## src/rtl/global_defs.sv

```systemverilog
// -----------------------------------------------------------------------------
// global_defs
// Definitions shared by the parser, the request queue and the scheduler:
// queue depth, the DRAM address field layout (offsets and masks), the parsed
// opcode enum and the parser_out_struct record that flows between blocks.
// It also holds the queue occupancy enum and a saturating life-increment helper.
// No ports (package).
// -----------------------------------------------------------------------------
package global_defs;

   localparam int DEPTH  = 32'd16;
   localparam int ADDR_W = 32'd32;
   localparam int LIFE_W = 32'd7;

   localparam logic [LIFE_W-1:0] LIFE_MAX = 7'd127;

   // DRAM address field placement
   localparam int BANK_GROUP_OFFSET = 32'd6;
   localparam int BANK_OFFSET       = 32'd8;
   localparam int COLUMN_OFFSET     = 32'd10;
   localparam int ROW_OFFSET        = 32'd18;

   localparam logic [ADDR_W-1:0] BANK_GROUP_MASK = 32'h0000_00C0;
   localparam logic [ADDR_W-1:0] BANK_MASK       = 32'h0000_0300;
   localparam logic [ADDR_W-1:0] COLUMN_MASK     = 32'h0003_FC00;
   localparam logic [ADDR_W-1:0] ROW_MASK        = 32'h0FFC_0000;

   typedef enum logic [2:0] {
      NOP       = 3'd0,
      READ      = 3'd1,
      WRITE     = 3'd2,
      ACTIVATE  = 3'd3,
      PRECHARGE = 3'd4,
      REFRESH   = 3'd5
   } parsed_op_t;

   typedef struct packed {
      logic [31:0]       CPU_clock_count;
      parsed_op_t        opcode;
      logic [ADDR_W-1:0] address;
      logic [LIFE_W-1:0] life;
      logic              op_ready_s;
   } parser_out_struct;

   localparam parser_out_struct PARSER_IDLE = '{
      CPU_clock_count: 32'd0,
      opcode:          NOP,
      address:         32'd0,
      life:            7'd0,
      op_ready_s:      1'b0
   };

   typedef enum logic [1:0] {
      OCC_EMPTY   = 2'd0,
      OCC_PARTIAL = 2'd1,
      OCC_FULL    = 2'd2
   } occ_state_t;

   // Age counter that sticks at its maximum instead of wrapping
   function automatic logic [LIFE_W-1:0] life_inc(input logic [LIFE_W-1:0] life);
      if (life == LIFE_MAX) begin
         return life;
      end else begin
         return life + 7'd1;
      end
   endfunction

endpackage

```

## src/rtl/addr_decode.sv

```systemverilog
// -----------------------------------------------------------------------------
// addr_decode
// Combinational split of a DRAM request address into its bank group, bank,
// column and row fields. Shared by the request queue and the scheduler.
// Ports:
//   address    in  ADDR_W  request address
//   bank_group out 2       address bits [7:6]
//   bank       out 2       address bits [9:8]
//   column     out 8       address bits [17:10]
//   row        out 10      address bits [27:18]
// -----------------------------------------------------------------------------
module addr_decode
   import global_defs::*;
(
   input  logic [ADDR_W-1:0] address,
   output logic [1:0]        bank_group,
   output logic [1:0]        bank,
   output logic [7:0]        column,
   output logic [9:0]        row
);

   logic [ADDR_W-1:0] bg_full_s;
   logic [ADDR_W-1:0] bank_full_s;
   logic [ADDR_W-1:0] col_full_s;
   logic [ADDR_W-1:0] row_full_s;
   logic              unused_s;

   assign bg_full_s   = (address & BANK_GROUP_MASK) >> BANK_GROUP_OFFSET;
   assign bank_full_s = (address & BANK_MASK)       >> BANK_OFFSET;
   assign col_full_s  = (address & COLUMN_MASK)     >> COLUMN_OFFSET;
   assign row_full_s  = (address & ROW_MASK)        >> ROW_OFFSET;

   assign bank_group = bg_full_s[1:0];
   assign bank       = bank_full_s[1:0];
   assign column     = col_full_s[7:0];
   assign row        = row_full_s[9:0];

   // Upper bits are always zero after masking and shifting
   assign unused_s = ^{bg_full_s[ADDR_W-1:2], bank_full_s[ADDR_W-1:2],
                       col_full_s[ADDR_W-1:8], row_full_s[ADDR_W-1:10]};

endmodule

```

## src/rtl/request_queue.sv

```systemverilog
// -----------------------------------------------------------------------------
// request_queue
// In-order FIFO of parsed DRAM requests between the parser and the scheduler.
// Every held entry ages by one per cycle (saturating), and the head is flagged
// when its age reaches AGE_LIMIT. Pushes into a full queue are dropped and
// latched in a sticky overflow flag.
// Ports:
//   clock, reset_n         clock, asynchronous active-low reset
//   in_req                 parser output; op_ready_s requests a push
//   out_req, out_valid     head entry and its presence
//   out_ready              scheduler takes the head this cycle
//   out_bank_group/bank/column/row  head address fields
//   count, full, empty     occupancy
//   aged                   head age at or above AGE_LIMIT
//   overflow               sticky dropped-push flag
// -----------------------------------------------------------------------------
module request_queue
   import global_defs::*;
#(
   parameter int DEPTH     = global_defs::DEPTH,
   parameter int AGE_LIMIT = 32'd100
) (
   input  logic                   clock,
   input  logic                   reset_n,
   input  parser_out_struct       in_req,
   output parser_out_struct       out_req,
   output logic                   out_valid,
   input  logic                   out_ready,
   output logic [1:0]             out_bank_group,
   output logic [1:0]             out_bank,
   output logic [7:0]             out_column,
   output logic [9:0]             out_row,
   output logic [$clog2(DEPTH):0] count,
   output logic                   full,
   output logic                   empty,
   output logic                   aged,
   output logic                   overflow
);

   localparam int PTR_W = $clog2(DEPTH);
   localparam int CNT_W = PTR_W + 32'd1;
   localparam logic [CNT_W-1:0]  CNT_FULL = CNT_W'(DEPTH);
   localparam logic [LIFE_W-1:0] AGE_LIM  = LIFE_W'(AGE_LIMIT);

   parser_out_struct mem_q [DEPTH];
   parser_out_struct mem_d [DEPTH];
   logic [DEPTH-1:0] vld_q, vld_d;
   logic [PTR_W-1:0] rd_ptr_q, rd_ptr_d;
   logic [PTR_W-1:0] wr_ptr_q, wr_ptr_d;
   logic [CNT_W-1:0] count_q, count_d;
   logic             overflow_q, overflow_d;
   occ_state_t       occ_q, occ_d;

   logic             push_req_s;
   logic             push_s;
   logic             pop_s;
   logic             head_valid_s;
   parser_out_struct head_s;

   assign head_valid_s = vld_q[rd_ptr_q];
   // Full is taken from registered state, so a same-cycle pop never frees room
   assign push_req_s   = in_req.op_ready_s && (in_req.opcode != NOP);
   assign push_s       = push_req_s && (occ_q != OCC_FULL);
   assign pop_s        = head_valid_s && out_ready;

   // Entry storage next-state: write at wr_ptr, retire at rd_ptr, age the rest
   always_comb begin
      mem_d = mem_q;
      vld_d = vld_q;
      for (int i = 0; i < DEPTH; i++) begin
         if (push_s && (wr_ptr_q == PTR_W'(i))) begin
            mem_d[i]            = in_req;
            mem_d[i].life       = 7'd0;
            mem_d[i].op_ready_s = 1'b1;
            vld_d[i]            = 1'b1;
         end else if (pop_s && (rd_ptr_q == PTR_W'(i))) begin
            mem_d[i]      = mem_q[i];
            mem_d[i].life = 7'd0;
            vld_d[i]      = 1'b0;
         end else if (vld_q[i]) begin
            mem_d[i]      = mem_q[i];
            mem_d[i].life = life_inc(mem_q[i].life);
            vld_d[i]      = 1'b1;
         end else begin
            mem_d[i] = mem_q[i];
            vld_d[i] = vld_q[i];
         end
      end
   end

   // Pointer, count, overflow and occupancy-state next-state
   always_comb begin
      rd_ptr_d   = pop_s  ? rd_ptr_q + PTR_W'(1) : rd_ptr_q;
      wr_ptr_d   = push_s ? wr_ptr_q + PTR_W'(1) : wr_ptr_q;
      overflow_d = overflow_q | (push_req_s & (occ_q == OCC_FULL));
      case ({push_s, pop_s})
         2'b10:   count_d = count_q + CNT_W'(1);
         2'b01:   count_d = count_q - CNT_W'(1);
         default: count_d = count_q;
      endcase
      case (occ_q)
         OCC_EMPTY: begin
            if (push_s) begin
               occ_d = OCC_PARTIAL;
            end else begin
               occ_d = OCC_EMPTY;
            end
         end
         OCC_PARTIAL: begin
            if (count_d == CNT_W'(0)) begin
               occ_d = OCC_EMPTY;
            end else if (count_d == CNT_FULL) begin
               occ_d = OCC_FULL;
            end else begin
               occ_d = OCC_PARTIAL;
            end
         end
         OCC_FULL: begin
            if (pop_s) begin
               occ_d = OCC_PARTIAL;
            end else begin
               occ_d = OCC_FULL;
            end
         end
         default: occ_d = OCC_EMPTY;
      endcase
   end

   // State registers
   always_ff @(posedge clock or negedge reset_n) begin
      if (!reset_n) begin
         for (int i = 0; i < DEPTH; i++) begin
            mem_q[i] <= PARSER_IDLE;
         end
         vld_q      <= {DEPTH{1'b0}};
         rd_ptr_q   <= {PTR_W{1'b0}};
         wr_ptr_q   <= {PTR_W{1'b0}};
         count_q    <= {CNT_W{1'b0}};
         overflow_q <= 1'b0;
         occ_q      <= OCC_EMPTY;
      end else begin
         mem_q      <= mem_d;
         vld_q      <= vld_d;
         rd_ptr_q   <= rd_ptr_d;
         wr_ptr_q   <= wr_ptr_d;
         count_q    <= count_d;
         overflow_q <= overflow_d;
         occ_q      <= occ_d;
      end
   end

   // Head view: idle record whenever the queue holds nothing
   always_comb begin
      head_s = PARSER_IDLE;
      if (head_valid_s) begin
         head_s            = mem_q[rd_ptr_q];
         head_s.op_ready_s = 1'b1;
      end else begin
         head_s = PARSER_IDLE;
      end
   end

   assign out_req   = head_s;
   assign out_valid = head_valid_s;
   assign count     = count_q;
   assign full      = (occ_q == OCC_FULL);
   assign empty     = (occ_q == OCC_EMPTY);
   assign aged      = head_valid_s && (head_s.life >= AGE_LIM);
   assign overflow  = overflow_q;

   addr_decode u_addr_decode (
      .address    (head_s.address),
      .bank_group (out_bank_group),
      .bank       (out_bank),
      .column     (out_column),
      .row        (out_row)
   );

endmodule
```

## config.mk

```make
export PLATFORM = sky130hd
export DESIGN_NAME = request_queue
export DESIGN_NICKNAME = d
export VERILOG_FILES = /design/src/rtl/global_defs.sv /design/src/rtl/addr_decode.sv /design/src/rtl/request_queue.sv
export SDC_FILE = /design/constraint.sdc
export NUM_CORES = 2
export LEC_CHECK = 0
export BUFFER_PORTS_ARGS = -buffer_cell sky130_fd_sc_hd__buf_2
export CAP_MARGIN = 25
export CORE_MARGIN = 4
export CORE_UTILIZATION = 30
export DETAILED_ROUTE_END_ITERATION = 8
export HOLD_SLACK_MARGIN = 0.03
export REMOVE_ABC_BUFFERS = 1
export SLEW_MARGIN = 20
export SYNTH_ARGS = -nofsm -noshare
export SYNTH_HDL_FRONTEND = slang
export SYNTH_HIERARCHICAL = 1
export SYNTH_SLANG_ARGS = --single-unit
```

## constraint.sdc

```tcl
create_clock -name clock -period 8.8 [get_ports clock]
set_clock_uncertainty 0.15 [all_clocks]
set_input_delay 0.44 -clock clock [delete_from_list [all_inputs] [get_ports clock]]
set_output_delay 0.44 -clock clock [all_outputs]
set_load 0.1 [all_outputs]
```

==> metrics.txt <==
area delta synth->final=15.6%; CTS resizes=0; Worst-path clk slew=approximately 60 ps; Top FF cell, synth=dfrtp_1; syn_area_per_cell=between 15 and 20 um2; DR WL/cell=approximately 23 um; DRC=0; count leader, synth=dfrtp_1; GRT overflow=0; Synth Register Bits=1,216; most frequent cells after synthesis=dfrtp_1, mux2_2, mux4_2; WHS Path Cells=2; area leader, netlist=dfrtp_1; maximum root-to-sink buffer count=3; core area=approximately 0.19 mm2; TritonCTS Buffers=134; clock latency on the worst-skew pair=slightly below 800 ps; Clock Sink Count=between 1k and 1.5k; Setup crit end kind=output port; R2R cell count=13; Hold Vio Cnt, Final=0; routed via count=between 30k and 40k; final net count=around 3.8k; Initial Util=0.302; fmax=184 MHz; final core utilization=0.349; warning count from the yosys run=6; post-route minimum period=around 5400 ps; CP cell instances=buf_4 > mux4_1 > nor2_1 > o32a_4 > inv_4 > buf_4 > and2_1 > o311a_1 > buf_2; Final ANT Viol Nets=0; share of layout cells above drive strength 1=0.486; IO Pins=between 150 and 200; Max stage delay cell, worst path=dfrtp_4; Critical Path AT=between 4000 and 5000 ps; Yosys top cell area share=0.544; Final Cycle Share=0.618; TritonCTS clock tree=yes; slowest stage delay, CP=roughly 750 ps; Routed WL=143,000 um; Chip Height=~440 um; Cell variety after synth=50; Max-Cap Viols=0; initial antenna violation count=12; Chip Width=440 um; unrepaired setup endpoints after global routing=no; crit-path max FO=slightly above 60; Slew Limit Fails=0; die area=approximately 0.19 mm2; Area contributors post-synth=dfrtp_1, mux2_2, mux4_2, mux2_1, clkbuf_1; number of flops mapped to enable cells by yosys=0; Top cell by count, worst path=buf_4; Via-to-Cell Ratio=just under 5; outcome=complete, no violations; detailed-router iteration count before antenna repair=5; Syn Inst Count=~3.6k; DP Wirelength=roughly 80,000 um; # H-tree levels=4; initial drt markers=approximately 1.8k; final setup fails=0; Mapped Area=approximately 0.056 mm2; Rel. slew slack=0.254; Port Buffers=177; Routability Congestion=0.753; type of origin of the critical path=flip-flop; Hold Path Class=input port to flip-flop; Worst EP required=around 8000 ps; vias in the first global route=between 30k and 40k; Global Route Usage Sum=0.149; register area share after synthesis=0.544; Synth async-reset ratio=1.00; num rows=158; Worst Tran Pin Value=~1100 ps; pin count of the biggest net entering global routing=~170; root buf cell=clkbuf_16; Crit Path Class=flip-flop to output port; first-pass GRT wire length=about 220,000 um
routing by layer:
metal  vias to the layer above  track usage  wire (um)
met4                         2       0.0437       3830
met1                     17000        0.201      63700
li1                      13500            -          -
met3                       226       0.0261       5140
met5                         -            0         13
met2                       492        0.248      70000
layout make-up:
type	instances	area [um2]
fillers	17800	121000
flip-flops and latches	1216	30400
multi-input cells	2067	24400
clock buffers	192	3980
well taps	2480	3100
repair buffers	301	2130
clock inverters	47	648
inverters	13	51.3
diodes	5	12.5
cell usage in the layout (no fill, tap or decap), types with 5 or more instances in the layout:
| cell | count |
|---|---|
| ha_1 | 26 |
| clkbuf_8 | 32 |
| clkinv_2 | 20 |
| o21ai_0 | 15 |
| clkbuf_16 | 138 |
| bufinv_16 | 13 |
| xor2_1 | 48 |
| nand2b_1 | 19 |
| clkinv_8 | 5 |
| xnor2_1 | 41 |
| buf_12 | 8 |
| nand4_1 | 23 |
| mux2_1 | 53 |
| inv_6 | 5 |
| nand2_1 | 86 |
| dfrtp_1 | 1212 |
| nand3_1 | 22 |
| mux4_2 | 370 |
| a21oi_1 | 19 |
| buf_2 | 176 |
| nor2_1 | 152 |
| diode_2 | 5 |
| a21boi_1 | 16 |
| and2_1 | 76 |
| inv_1 | 10 |
| dlygate4sd3_1 | 67 |
| o21ai_1 | 15 |
| mux2_2 | 1023 |
| clkbuf_1 | 22 |
| nand3_4 | 12 |
| buf_4 | 48 |
| mux2i_1 | 16 |
per-stage QoR:
step	hold slack [ps]	std cells	setup WS (ps)	instance area, um2	TNS (ps)
2_1_floorplan	-5.59	3296	-6880	54700	-1414630
3_3_place_gp	309	6007	4000	59300	0
3_5_place_dp	307	6009	3950	59400	0
4_1_cts	30.2	6315	3090	64700	0
5_1_grt	71.2	6319	3000	64700	0
6_report	94.5	6321	3360	64700	0
cells by family after synthesis:
| logic type | synth area share |
|---|---|
| mux | 0.369 |
| fa+ha+maj | 0.00581 |
| flops | 0.544 |
| buf+inv | 0.0239 |
| compound gates | 0.00977 |
| xor+xnor | 0.0139 |
| simple gates | 0.0336 |
state kept, by name (all words and copies together), names as in the netlist:
name,cells
mem_q,1184
wr_ptr_q,4
overflow,1
vld_q,16
count,5
occ_q,2
rd_ptr_q,4
worst paths after layout:
path	end	startpoint	slack, ps
min reg2reg	overflow$_DFF_PN0_	overflow$_DFF_PN0_	320
min	mem_q[792]$_DFFE_PN0P_	in_req[42]	90
max reg2reg	occ_q[0]$_DFF_PN0_	rd_ptr_q[3]$_DFFE_PN0P_	4050
max	aged	rd_ptr_q[3]$_DFFE_PN0P_	3360
max in group asynchronous	mem_q[880]$_DFFE_PN0P_	reset_n	6030
min in group asynchronous	mem_q[1110]$_DFFE_PN0P_	reset_n	100
worst max-delay path, delay by kind of cell, from the launching register on:
| family | cells | cell delay, ps |
|---|---|---|
| AO/OA/AOI/OAI | 2 | 620 |
| buffers and inverters | 4 | 2030 |
| AND/OR/NAND/NOR | 2 | 330 |
| flip-flops | 1 | 750 |
| multiplexers | 1 | 270 |
timing repair:
action,CTS,global route
endpoints found under the setup margin,0,0
setup buffers,0,0
hold buffers,67,0
hold endpoints to repair,1171,0
Power is left out: the tool's default activity adds up to more than one toggle a clock period on the data nets, which glitch-free logic cannot reach.
